File: src/rtl/direct_cache_ctrl.sv
// Direct-mapped, single-word-line, write-through cache controller in front of a
// fixed-latency main memory with no ready signal; memory accesses are timed by a counter.
module direct_cache_ctrl #(
    parameter int unsigned ADDR_WIDTH = 10,
    parameter int unsigned DATA_WIDTH = 8,
    parameter int unsigned LINES      = 16,
    parameter int unsigned MEM_DELAY  = 50
) (
    input  logic                  clk,
    input  logic                  reset,
    input  logic                  cpu_req,
    input  logic                  cpu_we,
    input  logic [ADDR_WIDTH-1:0] cpu_addr,
    input  logic [DATA_WIDTH-1:0] cpu_wdata,
    output logic [DATA_WIDTH-1:0] cpu_rdata,
    output logic                  cpu_ack,
    output logic [ADDR_WIDTH-1:0] mem_addr,
    output logic                  mem_we,
    output logic [DATA_WIDTH-1:0] mem_data_in,
    input  logic [DATA_WIDTH-1:0] mem_data_out,
    output logic [15:0]           hit_count,
    output logic [15:0]           miss_count
);

    localparam int unsigned IDX_W = $clog2(LINES);
    localparam int unsigned TAG_W = ADDR_WIDTH - IDX_W;
    localparam int unsigned CNT_W = $clog2(MEM_DELAY) + 1;
    localparam logic [CNT_W-1:0] CNT_LAST = CNT_W'(MEM_DELAY - 1);

    typedef enum logic [1:0] {
        IDLE,
        PARK,
        MEM_WAIT,
        RESP
    } state_t;

    typedef struct packed {
        logic                  we;
        logic [ADDR_WIDTH-1:0] addr;
        logic [DATA_WIDTH-1:0] wdata;
    } req_t;

    state_t                 state, state_d;
    req_t                   req_q, req_d;
    logic [CNT_W-1:0]       wait_cnt, wait_cnt_d;

    logic [DATA_WIDTH-1:0]  rdata_d;
    logic                   ack_d;
    logic [ADDR_WIDTH-1:0]  mem_addr_d;
    logic                   mem_we_d;
    logic [DATA_WIDTH-1:0]  mem_data_in_d;
    logic [15:0]            hit_d, miss_d;

    // Line storage: only the valid bits need a reset.
    logic [LINES-1:0]       valid_q;
    logic [TAG_W-1:0]       tag_q  [LINES];
    logic [DATA_WIDTH-1:0]  data_q [LINES];

    logic                   line_we;
    logic                   line_fill;
    logic [IDX_W-1:0]       line_idx;
    logic [TAG_W-1:0]       line_tag;
    logic [DATA_WIDTH-1:0]  line_data;

    logic [IDX_W-1:0]       cpu_idx, req_idx;
    logic [TAG_W-1:0]       cpu_tag, req_tag;
    logic                   cpu_hit, req_hit;

    function automatic logic [15:0] sat_inc(input logic [15:0] v);
        return (v == 16'hFFFF) ? v : v + 16'd1;
    endfunction

    assign cpu_idx = cpu_addr[IDX_W-1:0];
    assign cpu_tag = cpu_addr[ADDR_WIDTH-1:IDX_W];
    assign req_idx = req_q.addr[IDX_W-1:0];
    assign req_tag = req_q.addr[ADDR_WIDTH-1:IDX_W];
    assign cpu_hit = valid_q[cpu_idx] && (tag_q[cpu_idx] == cpu_tag);
    assign req_hit = valid_q[req_idx] && (tag_q[req_idx] == req_tag);

    // Next-state and next-output logic.
    always_comb begin
        state_d       = state;
        req_d         = req_q;
        wait_cnt_d    = wait_cnt;
        rdata_d       = cpu_rdata;
        ack_d         = 1'b0;
        mem_addr_d    = mem_addr;
        mem_we_d      = mem_we;
        mem_data_in_d = mem_data_in;
        hit_d         = hit_count;
        miss_d        = miss_count;
        line_we       = 1'b0;
        line_fill     = 1'b0;
        line_idx      = req_idx;
        line_tag      = req_tag;
        line_data     = mem_data_out;

        case (state)
            IDLE: begin
                if (cpu_req) begin
                    req_d = '{we: cpu_we, addr: cpu_addr, wdata: cpu_wdata};
                    if (!cpu_we && cpu_hit) begin
                        state_d = RESP;
                        ack_d   = 1'b1;
                        rdata_d = data_q[cpu_idx];
                        hit_d   = sat_inc(hit_count);
                    end else begin
                        if (!cpu_we) begin
                            miss_d = sat_inc(miss_count);
                        end
                        wait_cnt_d = '0;
                        // mem_addr doubles as the last driven address; memory needs an
                        // address change to start, so detour through a neighbour first.
                        if (cpu_addr == mem_addr) begin
                            state_d    = PARK;
                            mem_addr_d = cpu_addr ^ ADDR_WIDTH'(1);
                            mem_we_d   = 1'b0;
                        end else begin
                            state_d       = MEM_WAIT;
                            mem_addr_d    = cpu_addr;
                            mem_we_d      = cpu_we;
                            mem_data_in_d = cpu_wdata;
                        end
                    end
                end
            end

            PARK: begin
                state_d       = MEM_WAIT;
                mem_addr_d    = req_q.addr;
                mem_we_d      = req_q.we;
                mem_data_in_d = req_q.wdata;
                wait_cnt_d    = '0;
            end

            MEM_WAIT: begin
                if (wait_cnt == CNT_LAST) begin
                    state_d  = RESP;
                    ack_d    = 1'b1;
                    mem_we_d = 1'b0;
                    if (!req_q.we) begin
                        rdata_d   = mem_data_out;
                        line_we   = 1'b1;
                        line_fill = 1'b1;
                    end else if (req_hit) begin
                        line_we   = 1'b1;
                        line_data = req_q.wdata;
                    end
                end else begin
                    wait_cnt_d = wait_cnt + CNT_W'(1);
                end
            end

            RESP: begin
                state_d = IDLE;
            end

            default: begin
                state_d = IDLE;
            end
        endcase
    end

    // Control and output registers.
    always_ff @(posedge clk or posedge reset) begin
        if (reset) begin
            state       <= IDLE;
            req_q       <= '0;
            wait_cnt    <= '0;
            cpu_rdata   <= '0;
            cpu_ack     <= 1'b0;
            mem_addr    <= '0;
            mem_we      <= 1'b0;
            mem_data_in <= '0;
            hit_count   <= '0;
            miss_count  <= '0;
        end else begin
            state       <= state_d;
            req_q       <= req_d;
            wait_cnt    <= wait_cnt_d;
            cpu_rdata   <= rdata_d;
            cpu_ack     <= ack_d;
            mem_addr    <= mem_addr_d;
            mem_we      <= mem_we_d;
            mem_data_in <= mem_data_in_d;
            hit_count   <= hit_d;
            miss_count  <= miss_d;
        end
    end

    always_ff @(posedge clk or posedge reset) begin
        if (reset) begin
            valid_q <= '0;
        end else if (line_fill) begin
            valid_q[line_idx] <= 1'b1;
        end
    end

    always_ff @(posedge clk) begin
        if (line_we) begin
            data_q[line_idx] <= line_data;
            if (line_fill) begin
                tag_q[line_idx] <= line_tag;
            end
        end
    end

endmodule

File: config.mk
export PLATFORM = sky130hd
export DESIGN_NAME = direct_cache_ctrl
export DESIGN_NICKNAME = d
export VERILOG_FILES = /design/src/rtl/direct_cache_ctrl.sv
export SDC_FILE = /design/constraint.sdc
export NUM_CORES = 1
export LEC_CHECK = 0
export CAP_MARGIN = 10
export CORE_ASPECT_RATIO = 0.8
export CORE_MARGIN = 2
export CORE_UTILIZATION = 40
export DETAILED_ROUTE_END_ITERATION = 16
export PLACE_DENSITY = 0.6
export SETUP_SLACK_MARGIN = 0.3
export SYNTH_ARGS = -nofsm -noshare
export SYNTH_HDL_FRONTEND = slang
export SYNTH_SLANG_ARGS = --single-unit
File: constraint.sdc
create_clock -name clk -period 7.5 [get_ports clk]
set_input_delay 1.125 -clock clk [delete_from_list [all_inputs] [get_ports clk]]
set_output_delay 1.125 -clock clk [all_outputs]
set_load 0.05 [all_outputs]
==> Word-level counts from Yosys, hierarchy flattened <==
Memory sizes are Yosys's and may differ from the RTL's.
Index checks and enable logic that the tools add are counted.
{ "word_totals": {"ff_bits": 104, "ramBits": 224, "n_memories": 2} }
{ "op_classes": {"add_sub_neg": 3, "magnitude_cmp": 3, "n_eq_ne": 16, "mux": 53, "bitwise_logic": 6, "n_reduce_logical": 18} }
{ "memory_table": {"columns": ["memory", "words", "width", "rd", "rd_clocked_by_memory_dff", "wr", "line_no", "source"], "rows": [
  ["data_q", 16, 8, 1, 0, 1, "57", "logic [DATA_WIDTH-1:0] data_q [LINES];"],
  ["tag_q", 16, 6, 2, 0, 1, "56", "logic [TAG_W-1:0] tag_q [LINES];"]
]} }
{ "op_table": {"columns": ["cell", "n"], "rows": [
  ["$mux W8", 11],
  ["$add A16 B1 Y16 const B", 2],
  ["$eq A16 B16 Y1 const B", 2],
  ["$pmux W8 S2", 2],
  ["$mux W1", 23],
  ["$mux W7", 3],
  ["$pmux W7 S3", 1],
  ["$mux W10", 2],
  ["$pmux W10 S2", 1],
  ["$or A16 B16 Y16", 1],
  ["$reduce_and A4 Y1", 4],
  ["$ne A2 B2 Y1 const B", 7],
  ["$eq A6 B6 Y1", 2],
  ["$eq A10 B10 Y1", 1],
  ["$lt A4 B5 Y1 const B", 2],
  ["$reduce_and A5 Y1", 2],
  ["$bmux W1 S4", 2],
  ["$mux W2", 4],
  ["$pmux W2 S4", 1],
  ["$add A7 B1 Y7 const B", 1],
  ["$eq A7 B6 Y1 const B", 1],
  ["$not A1 Y1", 5],
  ["$demux W1 S4", 1],
  ["$eq A2 B2 Y1 const B", 2],
  ["other kinds (11)", 16]
]} }

==> Longest topological paths before layout <==
Gate-level depths: netlist of run 1.
{ "depth": {"word_depth": 9, "depth_mapped": 13} }

==> Least setup slack after synthesis of run 1 <==
OpenSTA, ideal clock, no wires.
{ "synth_path": {"path_kind": "input port to flip-flop", "startpoint": "input port cpu_addr[0]", "endpoint": "register cpu_rdata[0]", "setup_time_ns": 0.128, "arrival_ns": 3.931, "required_time_ns": 7.372, "slack_ns": 3.441, "path_stages": 8, "n_path_buf": 4, "cell_sequence": "buf_2 -> buf_2 -> buf_2 -> buf_1 -> mux4_2 -> mux4_2 -> mux2_2 -> mux2_1"} }
{ "synth_between": {"elab_chain_cells": 6, "word_cells_on_any_way": 12, "classes_between": "eq/ne: 2; mux: 5; reduce/logical: 3; memory: 2"} }
{ "synth_lines": {"columns": ["item", "line_no", "source"], "rows": [
  ["start: declaration", "13", "input logic [ADDR_WIDTH-1:0] cpu_addr,"],
  ["$mem_v2 Z16 W6 or $bmux W1 S4 (tied branches)", null, null],
  ["$eq A6 B6 Y1 or $mux W1 (tied branches)", "77", "assign cpu_hit = valid_q[cpu_idx] && (tag_q[cpu_idx] == cpu_tag);"],
  ["$logic_and A1 B1 Y1", "77", null],
  ["$logic_and A1 B1 Y1", "102", "if (!cpu_we && cpu_hit) begin"],
  ["$ne A2 B2 Y1 (no source line)", null, null],
  ["$reduce_and A5 Y1 (no source line)", null, null],
  ["end signal: assignment", "181", "cpu_rdata <= rdata_d;"],
  ["end: declaration", "15", "output logic [DATA_WIDTH-1:0] cpu_rdata,"]
]} }
Parallel ways exist; a longest one is shown, timed or not. The select of a mux whose other input is x is not followed.
A chain may end at the register's enable or synchronous reset.

==> Worst setup path in the final report of run 1 <==
{ "layout_path": {"startpoint": "register req_q (netlist bit line_idx[0])", "endpoint": "memory data_q[11][1], enable pin"} }
{ "layout_between": {"elab_chain_cells": 9, "word_cells_on_any_way": 11, "classes_between": "eq/ne: 1; mux: 8; reduce/logical: 1; memory: 1"} }
{ "layout_lines": {"columns": ["item", "line_no", "source"], "rows": [
  ["start: declaration", "44", "req_t req_q, req_d;"],
  ["start signal: assignment", "179", "req_q <= req_d;"],
  ["$mem_v2 Z16 W6 or $bmux W1 S4 (tied branches)", null, null],
  ["$eq A6 B6 Y1 or $mux W1 (tied branches)", "78", "assign req_hit = valid_q[req_idx] && (tag_q[req_idx] == req_tag);"],
  ["$logic_and A1 B1 Y1", "78", null],
  ["$mux W1", "145", "end else if (req_hit) begin"],
  ["$mux W1", "141", "if (!req_q.we) begin"],
  ["$mux W1", "137", "if (wait_cnt == CNT_LAST) begin"],
  ["$mux W1", "98", "case (state)"],
  ["$mux W1", "200", "if (line_we) begin"],
  ["$mux W1 (implied by the code)", "201", "data_q[line_idx] <= line_data;"],
  ["end: declaration", "57", null]
]} }
Parallel ways exist; a longest one is shown, timed or not. The select of a mux whose other input is x is not followed.

==> run metrics, run 1 <==
starting DRC count in detailed routing 893; grt ovf 0; synth cell count leaders edfxtp_1 (224), dfrtp_1 (104), mux4_2 (103); via count 8787; max_cap viols 0; Synth top area share 44.6%; fill count 3172; placed cell areas 0.0164 mm^2; unrepaired setup endpoints after global routing no; setup TNS 0 ns; worst vdd ir 0.000277 V; Hold WS 0.487 ns; post-cts sizing count 0; largest cells by area after synthesis edfxtp_1 (45%), dfrtp_1 (17%), mux4_2 (15%), nand2_1 (2.3%), xor2_1 (2.1%); Wirelength per Cell 23.4 um; Seq/Total Area, Yosys 61.8%; cell area after synthesis 0.0151 mm^2; Worst Path Arrival 4.95 ns; area of the multi-input gates 0.00542 mm^2; clock root buffer clkbuf_16; share of flip-flops with an asynchronous set or reset 31.7%; clk_lat worst skew 0.52 ns; all-layer global routing usage 18.7%; Via density 5.67; CTS Sinks 328; first-pass GRT wire length 56000 um; IO Count 90; Syn Area/Cell 15.8 um^2; Max Slew Vio Count 0; hold_buf cts 0; fin crit period 4.81 ns; Mapped Nets 991; drt drc 0; routability cong. 0.796; Mapped Cells 952; Post-CTS Setup Inserts 0; CP Launch Type flop; Tcrit/Tclk final 64.1%; outcome finished, final reports clean; Core Rows 63; largest net degree at the start of global routing 55; Seq cells post-synth 328; die area 0.0393 mm^2; fraction of layout cells with a size suffix above 1 22.7%; Final Skew 0.0187 ns; YS warnings 0; initial antenna violation count 1; worst min path class flop to flop; Seq. cell area 0.00933 mm^2; Num CTS Buffers 36; CP max FO 30; post-DP HPWL 23900 um; Worst-path clk slew 0.06 ns; Die W 221 um; Top FF cell, synth edfxtp_1; Vert. Die Dim 178 um; Peak Freq 0.208 GHz; Netlist cell types 62; worst rel slew slack 25.3%; fin nets 1078; input/output buffers 89; Layout area overhead 16.0%; Cell Pwr Density 324 mW/mm^2; critical path class flop to flop; # setup viols final 0; most frequent cell after synthesis edfxtp_1; vias in the first global route 8771; leading area contributor after synthesis edfxtp_1; critical path required time 7.64 ns; clk buf depth 3; Core ar. 0.0371 mm^2; TritonCTS clock tree done; actual slew at the worst max-slew pin 1.12 ns; Final Hold Violating Endpoints 0; total routed wirelength 36300 um; Post-synth EDFFs 224; 1st-pass router iterations 5; starting density of the core 40.6%; Final ANT Viol Nets 0; Design Area, Final 0.0175 mm^2; critical path endpoint category flop; H-tree depth 2; Pleak 6.35 nW
==> sequential cells by signal (all words and copies together) (netlist names) <==
register and flops:
miss_count 16, hit_count 16, state 2, data_q 128, mem_data_in 8, tag_q 96, valid_q 16, mem_addr 10
line_idx 4, req_q 9, line_tag 6, cpu_ack 1, wait_cnt 7, cpu_rdata 8, mem_we 1
==> routing by layer <==
layer	share of wire [%]	GRT usage [%]	vias up
li1	-	-	3864
met1	49	28.9	4610
met2	44	27.5	264
met3	5.6	3.23	49
met4	1.8	4.45	0
met5	0	0	-
==> cell families (layout without fill, tap and decap cells) <==
| family | Yosys count | after routing | synth area share (%) |
|---|---|---|---|
| flops | 328 | 328 | 61.8 |
| simple gates | 250 | 250 | 8.26 |
| mux | 161 | 161 | 19.5 |
| buf+inv | 77 | 188 | 2.30 |
| compound gates | 71 | 71 | 4.10 |
| xor+xnor | 56 | 56 | 3.25 |
| fa+ha+maj | 9 | 9 | 0.746 |
| other cells | 0 | 1 | 0 |
==> layout by cell type, fill, tap and decap left out, types with 4 or more instances in the layout <==
cell type        synthesis  final
dfrtp_1                104    103
buf_4                    1     20
mux2i_1                 23     23
a211o_1                  8      8
or3_1                    6      6
nor3b_1                  5      5
clkbuf_16                0     36
mux2_1                   8      8
clkbuf_1                26     11
nand2b_1                 7      7
and3_1                   7      7
or2_2                   17     17
inv_1                   18     17
nor3_1                  21     19
o21ai_0                  8      8
a221oi_1                 9      9
nor4_2                   6      6
nand2_1                 91     91
o221a_2                  7      7
mux4_2                 103    103
nor2_1                  46     46
xnor2_1                 19     19
edfxtp_1               224    224
a211oi_1                12     12
ha_1                     9      9
clkdlybuf4s50_1          0     85
nand4_1                  6      6
clkinv_2                 0      4
nand3_1                 19     19
mux2_2                  27     27
clkinv_1                 1      9
xor2_1                  37     37
==> where the power goes <==
group	internal, mW	switching [mW]
sequential	2.16	0.265
clock	0.919	0.693
combinational	0.676	0.961
==> stage by stage <==
step | util [%] | setup WS [ns] | instances | total power, mW
6_report | 47.1 | 2.69 | 1551 | 5.67
3_3_place_gp | 44.3 | 2.30 | 1488 | 4.08
4_1_cts | 47.1 | 2.66 | 1550 | 5.72
3_5_place_dp | 44.3 | 2.26 | 1488 | 4.10
5_1_grt | 47.1 | 2.40 | 1550 | 5.93
2_1_floorplan | - | 3.44 | 952 | 3.56
==> worst paths after layout <==
check                              startpoint             to  slack, ns  depth (start not counted)
worst min-delay path            miss_count[9]  miss_count[9]       0.49                          1
max in group asynchronous               reset       req_q[3]       5.25                          3
worst max register to register    line_idx[0]  data_q[11][1]       2.69                          9
worst max-delay path              line_idx[0]  data_q[11][1]       2.69                          9
worst min register to register  miss_count[9]  miss_count[9]       0.49                          1
min in group asynchronous               reset  miss_count[5]       1.07                          2
==> area by class of cell <==
type | instances | share of cell area (%)
Antenna cell | 1 | 0.0143
Clock buffer | 47 | 5.39
Clock inverter | 15 | 0.601
Inverter | 19 | 0.422
Multi-Input combinational cell | 547 | 31.0
Sequential cell | 328 | 53.3
Tap cell | 487 | 3.48
Timing Repair Buffer | 107 | 5.78
==> worst max-delay path, stage by stage, from the launching register on <==
cell,delay (ns)
dfrtp_2,0.94
buf_4,0.38
mux4_2,0.58
mux4_2,0.49
xor2_1,0.18
nor3b_1,0.24
nand3_1,0.22
o21bai_1,0.34
nand3_1,0.26
nor2_1,0.74
Power figures use the tool's default switching activity.
==> run 2: changes to the inputs <==
Settings changed: PLACE_DENSITY 0.6 to 0.63.
Clock period 7.5 ns to 4.3 ns, I/O delays scaled along.
==> run metrics, run 2 (synthesis results as in run 1) <==
end point of the critical path data_q[3][3]; initial antenna violation count 1 (unchanged); Die W 221 um (unchanged); clk_lat worst skew 0.53 ns (about the same); Worst-path clk slew 0.06 ns (about the same); Place WS 0.360 ns (-1.90 ns); FF-to-FF Start line_idx[0]; Via density 5.62 (-0.79%); Pleak 6.64 nW (+4.4%); most frequent cells in the layout edfxtp_1 (224), mux4_2 (103), dfrtp_1 (103); setup TNS 0 ns (unchanged); grt met1 use 27.9% (-1.0 points); grt ovf 0 (unchanged); clock root buffer clkbuf_16; starting DRC count in detailed routing 1087 (+22%); Final Hold Violating Endpoints 0 (unchanged); hold_buf cts 0 (unchanged); via count 8987 (+2.3%); # setup viols final 0 (unchanged); Worst Path Arrival 3.89 ns (-1.06 ns); Num CTS Buffers 36 (unchanged); critical path required time 4.51 ns (-3.13 ns); top flop regs data_q (128), tag_q (96); Core ar. 0.0371 mm^2 (unchanged); Final Skew 0.0232 ns (+0.00460 ns); post-cts sizing count 0 (unchanged); Vert. Die Dim 178 um (unchanged); fin crit period 3.68 ns (-1.13 ns); Pwr Total 10.1 mW (+77%); utilization after layout 48.3% (+1.1 points); Post-CTS Setup Inserts 0 (unchanged); post-DP HPWL 25200 um (+5.2%); critical path class flop to flop; outcome finished, final reports clean; drt drc 0 (unchanged); routability cong. 0.809 (+1.6%); Final ANT Viol Nets 0 (unchanged); RR Endpoint data_q[3][3]; fraction of layout cells with a size suffix above 1 26.8% (+4.2 points); max_cap viols 0 (unchanged); actual slew at the worst max-slew pin 0.876 ns (-0.244 ns); Layout area overhead 18.8%; post-route setup slack 0.615 ns (-2.07 ns); vias in the first global route 9032 (+3.0%); M2 GR Usage 29.6% (+2.1 points); all-layer global routing usage 19.1% (+0.43 points); unrepaired setup endpoints after global routing no; Max Slew Vio Count 0 (unchanged); starting density of the core 40.6% (unchanged); CP Launch Type flop; Cell Pwr Density 561 mW/mm^2 (+73%); met3 Track Usage GR 4.02% (+0.79 points); CTS Sinks 328 (unchanged); worst min path class flop to flop; largest net degree at the start of global routing 65 (+18%); clk buf depth 3 (unchanged); worst vdd ir 0.000477 V (+72%); number of flip-flops under the largest register name 128 (unchanged); H-tree depth 2 (unchanged); Wirelength per Cell 23.2 um (-0.81%); Hold WS 0.482 ns (-0.00490 ns); IO Count 90 (unchanged); fin nets 1122 (+4.1%); Peak Freq 0.271 GHz (+31%); 1st-pass router iterations 5 (unchanged); Core Rows 63 (unchanged); critical path endpoint category flop; worst rel slew slack 41.6% (+16 points); total routed wirelength 37100 um (+2.3%); input/output buffers 89 (unchanged); reg2reg setup slack 0.62 ns (-2.07 ns); CP max FO 24 (-20%); register bank with the most flops data_q; Tcrit/Tclk final 85.7% (+22 points); Setup crit start line_idx[0]; reg2reg path depth 9 (unchanged); commonest non-fill, non-tap cell in the layout edfxtp_1; first-pass GRT wire length 56800 um (+1.3%); Top Usage Layer GRT met2; TritonCTS clock tree done; die area 0.0393 mm^2 (unchanged)
==> run 2: cell types whose count changed in the layout (fill, tap and decap cells not counted), moves of 2 or more <==
cell        change
clkinvlp_4      +2
clkbuf_8        +4
clkinv_1        -7
clkbuf_1        -2
buf_4          +43
clkinv_2        +6
==> run 2: layer usage <==
layer	part of all wire, %	routed length (um)
met1	45	16800
met2	46	17000
met3	7.3	2690
met4	1.5	551
met5	0	0
==> run 2: cell type report <==
type	count	area [um^2]
Sequential cell	328	9330
Clock buffer	50	1010
Multi-Input combinational cell	547	5420
Clock inverter	16	116
Antenna cell	1	2.50
Tap cell	487	609
Fill cell	3130	19200
Timing Repair Buffer	151	1350
Inverter	19	73.8
==> run 2: how the worst min path moves through the flow <==
| stage | from | slack (ns) | depth (start not counted) | endpoint |
|---|---|---|---|---|
| floorplan | valid_q[13] | 0.45 | 1 | valid_q[13] |
| global placement | valid_q[10] | 0.47 | 1 | valid_q[10] |
| detailed placement | valid_q[10] | 0.47 | 1 | valid_q[10] |
| CTS | valid_q[10] | 0.49 | 1 | valid_q[10] |
| global route | valid_q[5] | 0.50 | 1 | valid_q[5] |
| finish | valid_q[10] | 0.48 | 1 | valid_q[10] |
==> run 2: power breakdown <==
| part | internal (mW) | switching, mW |
|---|---|---|
| Clock | 1.72 | 1.24 |
| Sequential | 3.77 | 0.419 |
| Combinational | 1.21 | 1.70 |
| Total | 6.70 | 3.36 |
==> run 2: critical path: stages (launching register included) <==
cell and delay (ns):
dfrtp_2 0.54, buf_4 0.43, mux4_2 0.56, mux4_2 0.48, xnor2_1 0.27, nand3_1 0.14
o21bai_1 0.30, nand3_1 0.21, nor3_1 0.19, buf_4 0.24
==> run 2: per-stage QoR <==
step / cells / cell area [um^2]
detailed placement: 1532 / 16800
global placement: 1532 / 16800
CTS: 1598 / 17900
floorplan: 952 / 15100
global route: 1598 / 17900
finish: 1599 / 17900
==> run 3: changes to the inputs <==
Settings changed: CORE_UTILIZATION 40 to 45, PLACE_DENSITY 0.63 to 0.69.
==> run metrics, run 3 (synthesis results as in run 1) <==
outcome finished, final reports clean; 1st-pass router iterations 5 (unchanged); unrepaired setup endpoints after global routing no; CP Launch Type flop; crit-path cells buf_4 > mux4_2 > mux4_2 > xnor2_1 > nand3_1 > o21bai_1 > nand3_1 > nor2_1 > buf_4; Cell Pwr Density 571 mW/mm^2 (+1.7%); IO Count 90 (unchanged); Peak Freq 0.263 GHz (-3.0%); Wirelength per Cell 23.9 um (+3.1%); Layout area overhead 18.8% (unchanged); CP max FO 23 (-4.2%); clk buf depth 3 (unchanged); fraction of layout cells with a size suffix above 1 26.9% (+0.066 points); largest net degree at the start of global routing 71 (+9.2%); # setup viols final 0 (unchanged); Vert. Die Dim 168 um (-5.6%); critical path required time 4.51 ns (about the same); via count 9142 (+1.7%); number of flip-flops under the largest register name 128 (unchanged); Tcrit/Tclk final 88.3% (+2.6 points); clk_lat worst skew 0.53 ns (about the same); Num CTS Buffers 35 (-2.8%); Worst Path Arrival 4.01 ns (+0.12 ns); Die W 209 um (-5.6%); utilization after layout 54.7% (+6.4 points); top flop regs data_q (128), tag_q (96); H-tree depth 2 (unchanged); CTS Sinks 328 (unchanged); fin crit period 3.80 ns (+0.114 ns); critical path class flop to flop; antenna fix cells 0 (-1); worst rel slew slack 33.4% (-8.2 points); initial antenna violation count 0 (-1); Via density 5.94 (+5.7%); max_cap viols 0 (unchanged); Critical-path top delay cell dfrtp_1; fill count 2580 (-18%); die area 0.0350 mm^2 (-11%); Layout Cells excl Fill 1539 (-3.8%); area of the multi-input gates 0.00542 mm^2 (unchanged); input/output buffers 89 (unchanged); grt ovf 0 (unchanged); starting density of the core 46.0% (+5.4 points); TritonCTS clock tree done; Crit path max-delay family multiplexers; Buf+Inv Stages, Crit Path 2 (unchanged); drt drc 0 (unchanged); commonest non-fill, non-tap cell in the layout edfxtp_1; Max Slew Vio Count 0 (unchanged); worst vdd ir 0.000287 V (-40%); fin nets 1124 (+0.18%); first-pass GRT wire length 56500 um (-0.50%); Design Area, Final 0.0179 mm^2 (unchanged); register bank with the most flops data_q; clock root buffer clkbuf_16; Worst-path clk slew 0.06 ns (about the same); all-layer global routing usage 21.3% (+2.1 points); Core ar. 0.0328 mm^2 (-12%); Hold WS 0.489 ns (+0.00722 ns); most frequent cells in the layout edfxtp_1 (224), mux4_2 (103), dfrtp_1 (103); actual slew at the worst max-slew pin 0.992 ns (+0.115 ns); number of placed instances, taps included 1475 (-3.7%); Core Rows 59 (-6.3%); starting DRC count in detailed routing 1053 (-3.1%); setup TNS 0 ns (unchanged); Pleak 6.67 nW (+0.56%); Final ANT Viol Nets 0 (unchanged); post-DP HPWL 25100 um (-0.41%); routability cong. 0.830 (+2.7%); Final Hold Violating Endpoints 0 (unchanged); reg2reg setup slack 0.50 ns (-0.11 ns); Max stage delay on crit path 0.76 ns (+0.20 ns); vias in the first global route 9031 (-0.011%); worst min path class flop to flop; Final Skew 0.0333 ns (+0.0101 ns); critical path endpoint category flop; total routed wirelength 36800 um (-0.75%); Seq. cell area 0.00933 mm^2 (about the same); placed cell areas 0.0167 mm^2 (-0.31%)
-- run 3: cell types whose count changed in the layout (fill, tap and decap cells not counted), sizes merged --
cell,previous run,this run
diode,1,0
bufinv,1,5
clkinv,12,17
clkinvlp,2,1
inv,20,19
clkbuf,50,41
buf,66,69
-- run 3: per-layer routing --
layer / share of wire, % / GRT usage (%) / vias up
li1: - / - / 3966
met1: 45 / 31.8 / 4761
met2: 45 / 32.0 / 365
met3: 7.8 / 4.48 / 50
met4: 1.7 / 5.50 / 0
met5: 0 / 0 / -
-- run 3: area by class of cell --
| type | count | area share (%) |
|---|---|---|
| Sequential cell | 328 | 52.1 |
| Multi-Input combinational cell | 547 | 30.2 |
| Timing Repair Buffer | 154 | 7.68 |
| Clock buffer | 41 | 5.19 |
| Tap cell | 427 | 2.98 |
| Clock inverter | 23 | 1.42 |
| Inverter | 19 | 0.412 |
-- run 3: metrics by stage --
stage                     total power [mW]  worst slack, ns
after global placement                7.14            0.487
final                                 10.2            0.502
after global routing                  10.7            0.367
after detailed placement              7.19            0.435
after floorplan                       6.21            0.548
after CTS                             10.3            0.420
-- run 3: worst paths after layout --
check	startpoint	to	depth (start not counted)
max	line_idx[1]	data_q[15][6]	9
max in group asynchronous	reset	cpu_rdata[2]	3
min in group asynchronous	reset	hit_count[6]	2
min	miss_count[15]	miss_count[15]	1
max reg2reg	line_idx[1]	data_q[15][6]	9
min reg2reg	miss_count[15]	miss_count[15]	1
-- run 3: where the power goes --
part           switching [mW]  internal (mW)  total (mW)
combinational            1.70           1.21        2.91
clock                    1.24           1.86        3.09
sequential              0.460           3.77        4.23
total                    3.39           6.84        10.2
-- run 3: repair_timing --
action                                  4_1_cts  5_1_grt
endpoints found under the setup margin        0       31
hold buffers                                  0        0
resized for setup                             0        1
buffers inserted                              0        0
